<file path="src/rtl/reset_sequencer_pkg.sv">
// Shared types and helpers for the reset sequencer.
//   seq_state_e : sequencer states (Assert=0, Release=1, Run=2)
//   cnt_width() : width of a counter that must hold values up to (largest count - 1)
package reset_sequencer_pkg;

  typedef enum logic [1:0] {
    StAssert  = 2'd0,
    StRelease = 2'd1,
    StRun     = 2'd2
  } seq_state_e;

  function automatic int unsigned cnt_width(input int unsigned a, input int unsigned b,
                                            input int unsigned c);
    int unsigned m;
    m = a;
    if (b > m) m = b;
    if (c > m) m = c;
    return (m < 2) ? 1 : $clog2(m);
  endfunction

endpackage

</file>
<file path="src/rtl/reset_sequencer_sync_debounce.sv">
// Two-flop synchronizer followed by a debounce counter. Reusable for any push button.
// The debounced level only moves after the synchronized input has disagreed with it for
// DEBOUNCE_CYCLES consecutive cycles; any agreeing cycle restarts the count.
// Ports:
//   CLK_100MHz in  clock
//   RESET      in  asynchronous active-high reset (clears all flops)
//   in         in  raw asynchronous, possibly bouncy input
//   out        out debounced level
module sync_debounce
  import reset_sequencer_pkg::*;
#(
  parameter int unsigned DEBOUNCE_CYCLES = 1000,
  parameter int unsigned CNT_W           = cnt_width(DEBOUNCE_CYCLES, 1, 1)
) (
  input  logic CLK_100MHz,
  input  logic RESET,
  input  logic in,
  output logic out
);

  localparam logic [CNT_W-1:0] DbLast = CNT_W'(DEBOUNCE_CYCLES - 1);

  logic             sync1_q, sync2_q;
  logic             level_q, level_d;
  logic [CNT_W-1:0] cnt_q, cnt_d;

  always_ff @(posedge CLK_100MHz or posedge RESET) begin
    if (RESET) begin
      sync1_q <= 1'b0;
      sync2_q <= 1'b0;
      level_q <= 1'b0;
      cnt_q   <= '0;
    end else begin
      sync1_q <= in;
      sync2_q <= sync1_q;
      level_q <= level_d;
      cnt_q   <= cnt_d;
    end
  end

  always_comb begin
    level_d = level_q;
    cnt_d   = '0;
    if (sync2_q != level_q) begin
      // The edge that would make the count reach DEBOUNCE_CYCLES flips the level instead.
      if (cnt_q == DbLast) begin
        level_d = sync2_q;
      end else begin
        cnt_d = cnt_q + 1'b1;
      end
    end
  end

  assign out = level_q;

endmodule

</file>
<file path="src/rtl/reset_sequencer.sv">
// Staged reset sequencer: turns RESET, a debounced push button and (optionally) a watchdog
// into ordered synchronous reset releases (bit 0 first) and a READY flag.
// Optional feature macro: RESET_WATCHDOG_EN (watchdog re-sequence and sticky WDT_FIRED).
// Ports:
//   CLK_100MHz in  system clock
//   RESET      in  asynchronous active-high reset
//   BUTTON     in  asynchronous active-high reset request (bouncy)
//   WDT_KICK   in  one-cycle watchdog kick (ignored without RESET_WATCHDOG_EN)
//   RST_OUT    out STAGES staged active-high resets
//   READY      out high in RUN, once every stage is released
//   WDT_FIRED  out sticky: watchdog expiry caused a re-sequence
module reset_sequencer
  import reset_sequencer_pkg::*;
#(
  parameter int unsigned STAGES          = 3,
  parameter int unsigned HOLD_CYCLES     = 16,
  parameter int unsigned STAGE_GAP       = 8,
  parameter int unsigned DEBOUNCE_CYCLES = 1000,
  parameter int unsigned WDT_TIMEOUT     = 65536
) (
  input  logic              CLK_100MHz,
  input  logic              RESET,
  input  logic              BUTTON,
  input  logic              WDT_KICK,
  output logic [STAGES-1:0] RST_OUT,
  output logic              READY,
  output logic              WDT_FIRED
);

  localparam int unsigned CntW = cnt_width(HOLD_CYCLES, STAGE_GAP, DEBOUNCE_CYCLES);
  localparam logic [CntW-1:0] HoldLast = CntW'(HOLD_CYCLES - 1);
  localparam logic [CntW-1:0] GapLast  = CntW'(STAGE_GAP - 1);

  logic btn_level;
  logic wdt_expire;
  logic req;

  sync_debounce #(
    .DEBOUNCE_CYCLES(DEBOUNCE_CYCLES),
    .CNT_W          (CntW)
  ) u_button (
    .CLK_100MHz(CLK_100MHz),
    .RESET     (RESET),
    .in        (BUTTON),
    .out       (btn_level)
  );

  assign req = btn_level | wdt_expire;

  seq_state_e        state_q, state_d;
  logic [CntW-1:0]   cnt_q, cnt_d;
  // Stages still held in reset; bits are cleared from the bottom up by shifting left.
  logic [STAGES-1:0] mask_q, mask_d;

  always_ff @(posedge CLK_100MHz or posedge RESET) begin
    if (RESET) begin
      state_q <= StAssert;
      cnt_q   <= '0;
      mask_q  <= '1;
    end else begin
      state_q <= state_d;
      cnt_q   <= cnt_d;
      mask_q  <= mask_d;
    end
  end

  always_comb begin
    state_d = state_q;
    cnt_d   = cnt_q;
    mask_d  = mask_q;
    if (req) begin
      state_d = StAssert;
      cnt_d   = '0;
      mask_d  = '1;
    end else begin
      unique case (state_q)
        StAssert: begin
          if (cnt_q == HoldLast) begin
            state_d = StRelease;
            cnt_d   = '0;
            mask_d  = mask_q << 1;
          end else begin
            cnt_d = cnt_q + 1'b1;
          end
        end
        StRelease: begin
          if (mask_q == '0) begin
            state_d = StRun;
            cnt_d   = '0;
          end else if (cnt_q == GapLast) begin
            cnt_d  = '0;
            mask_d = mask_q << 1;
          end else begin
            cnt_d = cnt_q + 1'b1;
          end
        end
        StRun: begin
          cnt_d = '0;
        end
        default: begin
          state_d = StAssert;
          cnt_d   = '0;
          mask_d  = '1;
        end
      endcase
    end
  end

  always_comb begin
    RST_OUT = '1;
    READY   = 1'b0;
    unique case (state_q)
      StRelease: RST_OUT = mask_q;
      StRun: begin
        RST_OUT = '0;
        READY   = 1'b1;
      end
      default: begin
        RST_OUT = '1;
        READY   = 1'b0;
      end
    endcase
  end

`ifdef RESET_WATCHDOG_EN
  localparam int unsigned WdtW = (WDT_TIMEOUT > 1) ? $clog2(WDT_TIMEOUT) : 1;
  localparam logic [WdtW-1:0] WdtLast = WdtW'(WDT_TIMEOUT - 1);

  logic [WdtW-1:0] wdt_q, wdt_d;
  logic            fired_q, fired_d;

  always_ff @(posedge CLK_100MHz or posedge RESET) begin
    if (RESET) begin
      wdt_q   <= '0;
      fired_q <= 1'b0;
    end else begin
      wdt_q   <= wdt_d;
      fired_q <= fired_d;
    end
  end

  // A kick on the expiry edge suppresses the expiry.
  assign wdt_expire = (state_q == StRun) && !WDT_KICK && (wdt_q == WdtLast);

  always_comb begin
    wdt_d   = '0;
    fired_d = fired_q | wdt_expire;
    if ((state_q == StRun) && (state_d == StRun) && !WDT_KICK) begin
      wdt_d = wdt_q + 1'b1;
    end
  end

  assign WDT_FIRED = fired_q;
`else
  logic unused_wdt_kick;
  assign unused_wdt_kick = WDT_KICK;
  assign wdt_expire      = 1'b0;
  assign WDT_FIRED       = 1'b0;
`endif

endmodule

</file>
<file path="config.mk">
export PLATFORM = sky130hd
export DESIGN_NAME = reset_sequencer
export DESIGN_NICKNAME = d
export VERILOG_FILES = /design/src/rtl/reset_sequencer_pkg.sv /design/src/rtl/reset_sequencer_sync_debounce.sv /design/src/rtl/reset_sequencer.sv
export SDC_FILE = /design/constraint.sdc
export NUM_CORES = 1
export LEC_CHECK = 0
export CORE_ASPECT_RATIO = 0.7
export CORE_MARGIN = 2
export CORE_UTILIZATION = 35
export DETAILED_ROUTE_END_ITERATION = 7
export HOLD_SLACK_MARGIN = 0.02
export SLEW_MARGIN = 20
export SYNTH_ARGS = -nofsm -noshare
export SYNTH_HDL_FRONTEND = slang
export SYNTH_SLANG_ARGS = --single-unit
</file>
<file path="constraint.sdc">
create_clock -name CLK_100MHz -period 2 [get_ports CLK_100MHz]
set_input_delay 0.2 -clock CLK_100MHz [delete_from_list [all_inputs] [get_ports CLK_100MHz]]
set_output_delay 0.2 -clock CLK_100MHz [all_outputs]
set_load 0.01 [all_outputs]
</file>
==> qor.yml <==
grt_usage_pct: 11.82
cts-buffers-inserted: 3
peakVddDrop_mv: 0.4054
vias_per_cell: 4.782
tritoncts: "yes"
finalSetupTns_ns: 0
die_y_um: 56.23
dr.pass1.iters: 4
cp.arrival_ns: 1.66
synth-edff-count: 0
synthSimpleGateAreaFrac_pct: 25.32
place_area_um2: 1468
fin_skew_ns: 0.002423
rsz0062_at_grt: "no"
synth_top_family_by_area: "simple AND/OR/NAND/NOR gates"
die_x_um: 78.61
slew_viol_final: 0
synthCells: 141
root_buffer: "clkbuf_8"
syn_area_per_cell_um2: 9.672
clk-insertion-delay-late_ns: 0.27
endpoint_kind: "output port"
grt_pass1_vias: 927
via_count: 942
grt_pass1_wl_um: 4112
slowest_stage: "clkdlybuf4s50_1"
port_buffers: 6
critPathBufInv: 1
synth-seq-area-share_pct: 51.65
register_area_um2: 705.7
core.rowCount: 18
synth_cell_types: 34
filler_cell_count: 354
synth_warnings: 0
antenna_found_initial: 0
final-hold-violation-count: 0
fin_hold_ws_ns: 0.2803
postSynth.asyncResetShare_pct: 100.0
gr-total-overflow: 0
status: "finished clean"
synth_compound_area_share_pct: 4.128
h-tree-depth: 1
cpMostUsedCell: "nor2_1"
hp-class: "in -> async"
synth_ff_type: "dfrtp_1"
ios: 9
setup_viol: 0
post_drt_wl_per_cell_um: 11.63
drv_cap: 0
max_slew_margin_pct: 65.61
dp_hpwl_um: 1695
p_total_mw: 1.050
fin_crit_ns: 1.862
multiInputGateArea_um2: 610.6
place.gp.congestion: 0.7409
clk_path_buf_depth: 2
clock-sinks: 28
stdcell_area_um2: 1540
postCtsHoldBufs: 0
path_cells: "nand2b_1 > nor2_1 > nor2_1 > clkdlybuf4s50_1"
placedCellCount: 193
drive_gt1_share_pct: 9.524
fin_crit_sh_pct: 93.09
syn_nets: 147
drcViolationCount: 0
path_max_fanout: 9
instances_no_fill: 197
leakage_nw: 0.6178
core_um2: 3626
synthMuxAreaShare_pct: 2.294
max_stage_delay_ns: 0.54
syn_area_um2: 1364
die_area_um2: 4420
antenna_cells: 0
start_kind: "register"
start_util_pct: 37.61
cp.required_ns: 1.80
tightest_slew_ns: 0.5111
antenna_left: 0
drt-initial-drc-count: 68
grt_max_degree: 29
p_per_area_nw_per_um2: 681.8
finalNetCount: 154
cp_top_family: "buffers and inverters"
totalWireLength_um: 2292
fmax_mhz: 537.1
synth_fa_ha_area_share_pct: 1.835
syn2layout_area_growth_pct: 12.94
synth-xor-area-share_pct: 10.92
ys_seq_elements: 28
crit_type: "reg -> out"
clk_pin_slew_ns: 0.09
-- worst paths after layout --
path	startpoint	to	slack (ns)	depth (start not counted)
worst max-delay path	state_q[1]	RST_OUT[1]	0.14	4
worst min-delay path	RESET	u_button.sync2_q	0.28	3
worst max register to register	cnt_q[6]	mask_q[1]	0.36	4
worst min register to register	u_button.sync1_q	u_button.sync2_q	0.37	0
max in group asynchronous	RESET	mask_q[2]	1.42	3
min in group CLK_100MHz	BUTTON	u_button.sync1_q	0.36	1
-- routing by layer --
layer	global-route usage (%)	up-vias	routed length (µm)
met5	0	-	0
met4	5.514	0	27
met3	2.922	2	96
met2	17.22	19	970
met1	16.43	446	1197
li1	-	475	-
-- flip-flops by register name, summed over array words and instances (netlist names) --
| name | cells |
|---|---|
| u_button.sync1_q | 1 |
| cnt_q | 10 |
| u_button.cnt_q | 10 |
| state_q | 2 |
| u_button.out | 1 |
| mask_q | 3 |
| u_button.sync2_q | 1 |
-- area by class of cell --
| type | instances | share of cell area, % |
|---|---|---|
| multi-input combinational | 102 | 39.64 |
| tap | 50 | 4.062 |
| clock inverter | 1 | 1.950 |
| clock buffer | 3 | 2.681 |
| inverter | 6 | 1.462 |
| sequential | 28 | 45.82 |
| timing repair buffer | 7 | 4.387 |
-- tightest hold or removal path: cells and delay by family --
kind	cells	cell delay (ns)
buffers and inverters	3	0.76
-- layout by cell type, fill, tap and decap left out, types with 4 or more instances in the layout --
cell type,count
clkdlybuf4s50_1,6
dfrtp_1,24
inv_1,6
nand2_1,8
nand3_1,7
nand4_1,4
nor2_1,34
nor3_1,6
xnor2_1,10
xor2_1,7
-- cell families after synthesis --
kind of cell	count (synthesis)
muxes	3
xor gates and xnor gates	17
and+or+nand+nor	71
other	1
DFF	28
adders and majority gates	2
buffers and inverters	11
AOI/OAI and AO/OA	8
-- power breakdown --
part | leakage, nW | total, mW | switching [mW] | internal, mW
Combinational | 0.216 | 0.0312 | 0.0201 | 0.0111
Clock | 0.0357 | 0.440 | 0.172 | 0.268
Sequential | 0.366 | 0.579 | 0.00606 | 0.573
Total | 0.618 | 1.05 | 0.198 | 0.852
-- through the flow --
| stage | util (%) | setup WS [ns] |
|---|---|---|
| 2_1_floorplan | - | 0.5840 |
| 3_3_place_gp | 40.48 | 0.4386 |
| 3_5_place_dp | 40.48 | 0.3968 |
| 4_1_cts | 42.44 | 0.08882 |
| 5_1_grt | 42.48 | 0.01072 |
| 6_report | 42.48 | 0.1382 |
-- repair_timing --
action                                  in CTS  in global routing
gates resized for setup                      0                  1
endpoints found under the setup margin       0                  2
buffers inserted                             0                  0
-- cells in the mapped netlist, drive strengths merged (2+ instances only) --
cell / number / area share [%]
nand3: 7 / 2.6
mux2i: 2 / 1.5
ha: 2 / 1.8
nor2: 35 / 9.8
nand2b: 2 / 0.92
dfrtp: 25 / 46
buf: 4 / 1.7
nand2: 8 / 2.2
dfstp: 3 / 5.8
nand4: 4 / 1.8
xnor2: 10 / 6.4
nor3: 6 / 2.2
inv: 6 / 1.7
xor2: 7 / 4.5
a211oi: 2 / 1.1
nand4b: 2 / 1.3
No activity file was read; power rests on OpenSTA's default activity.
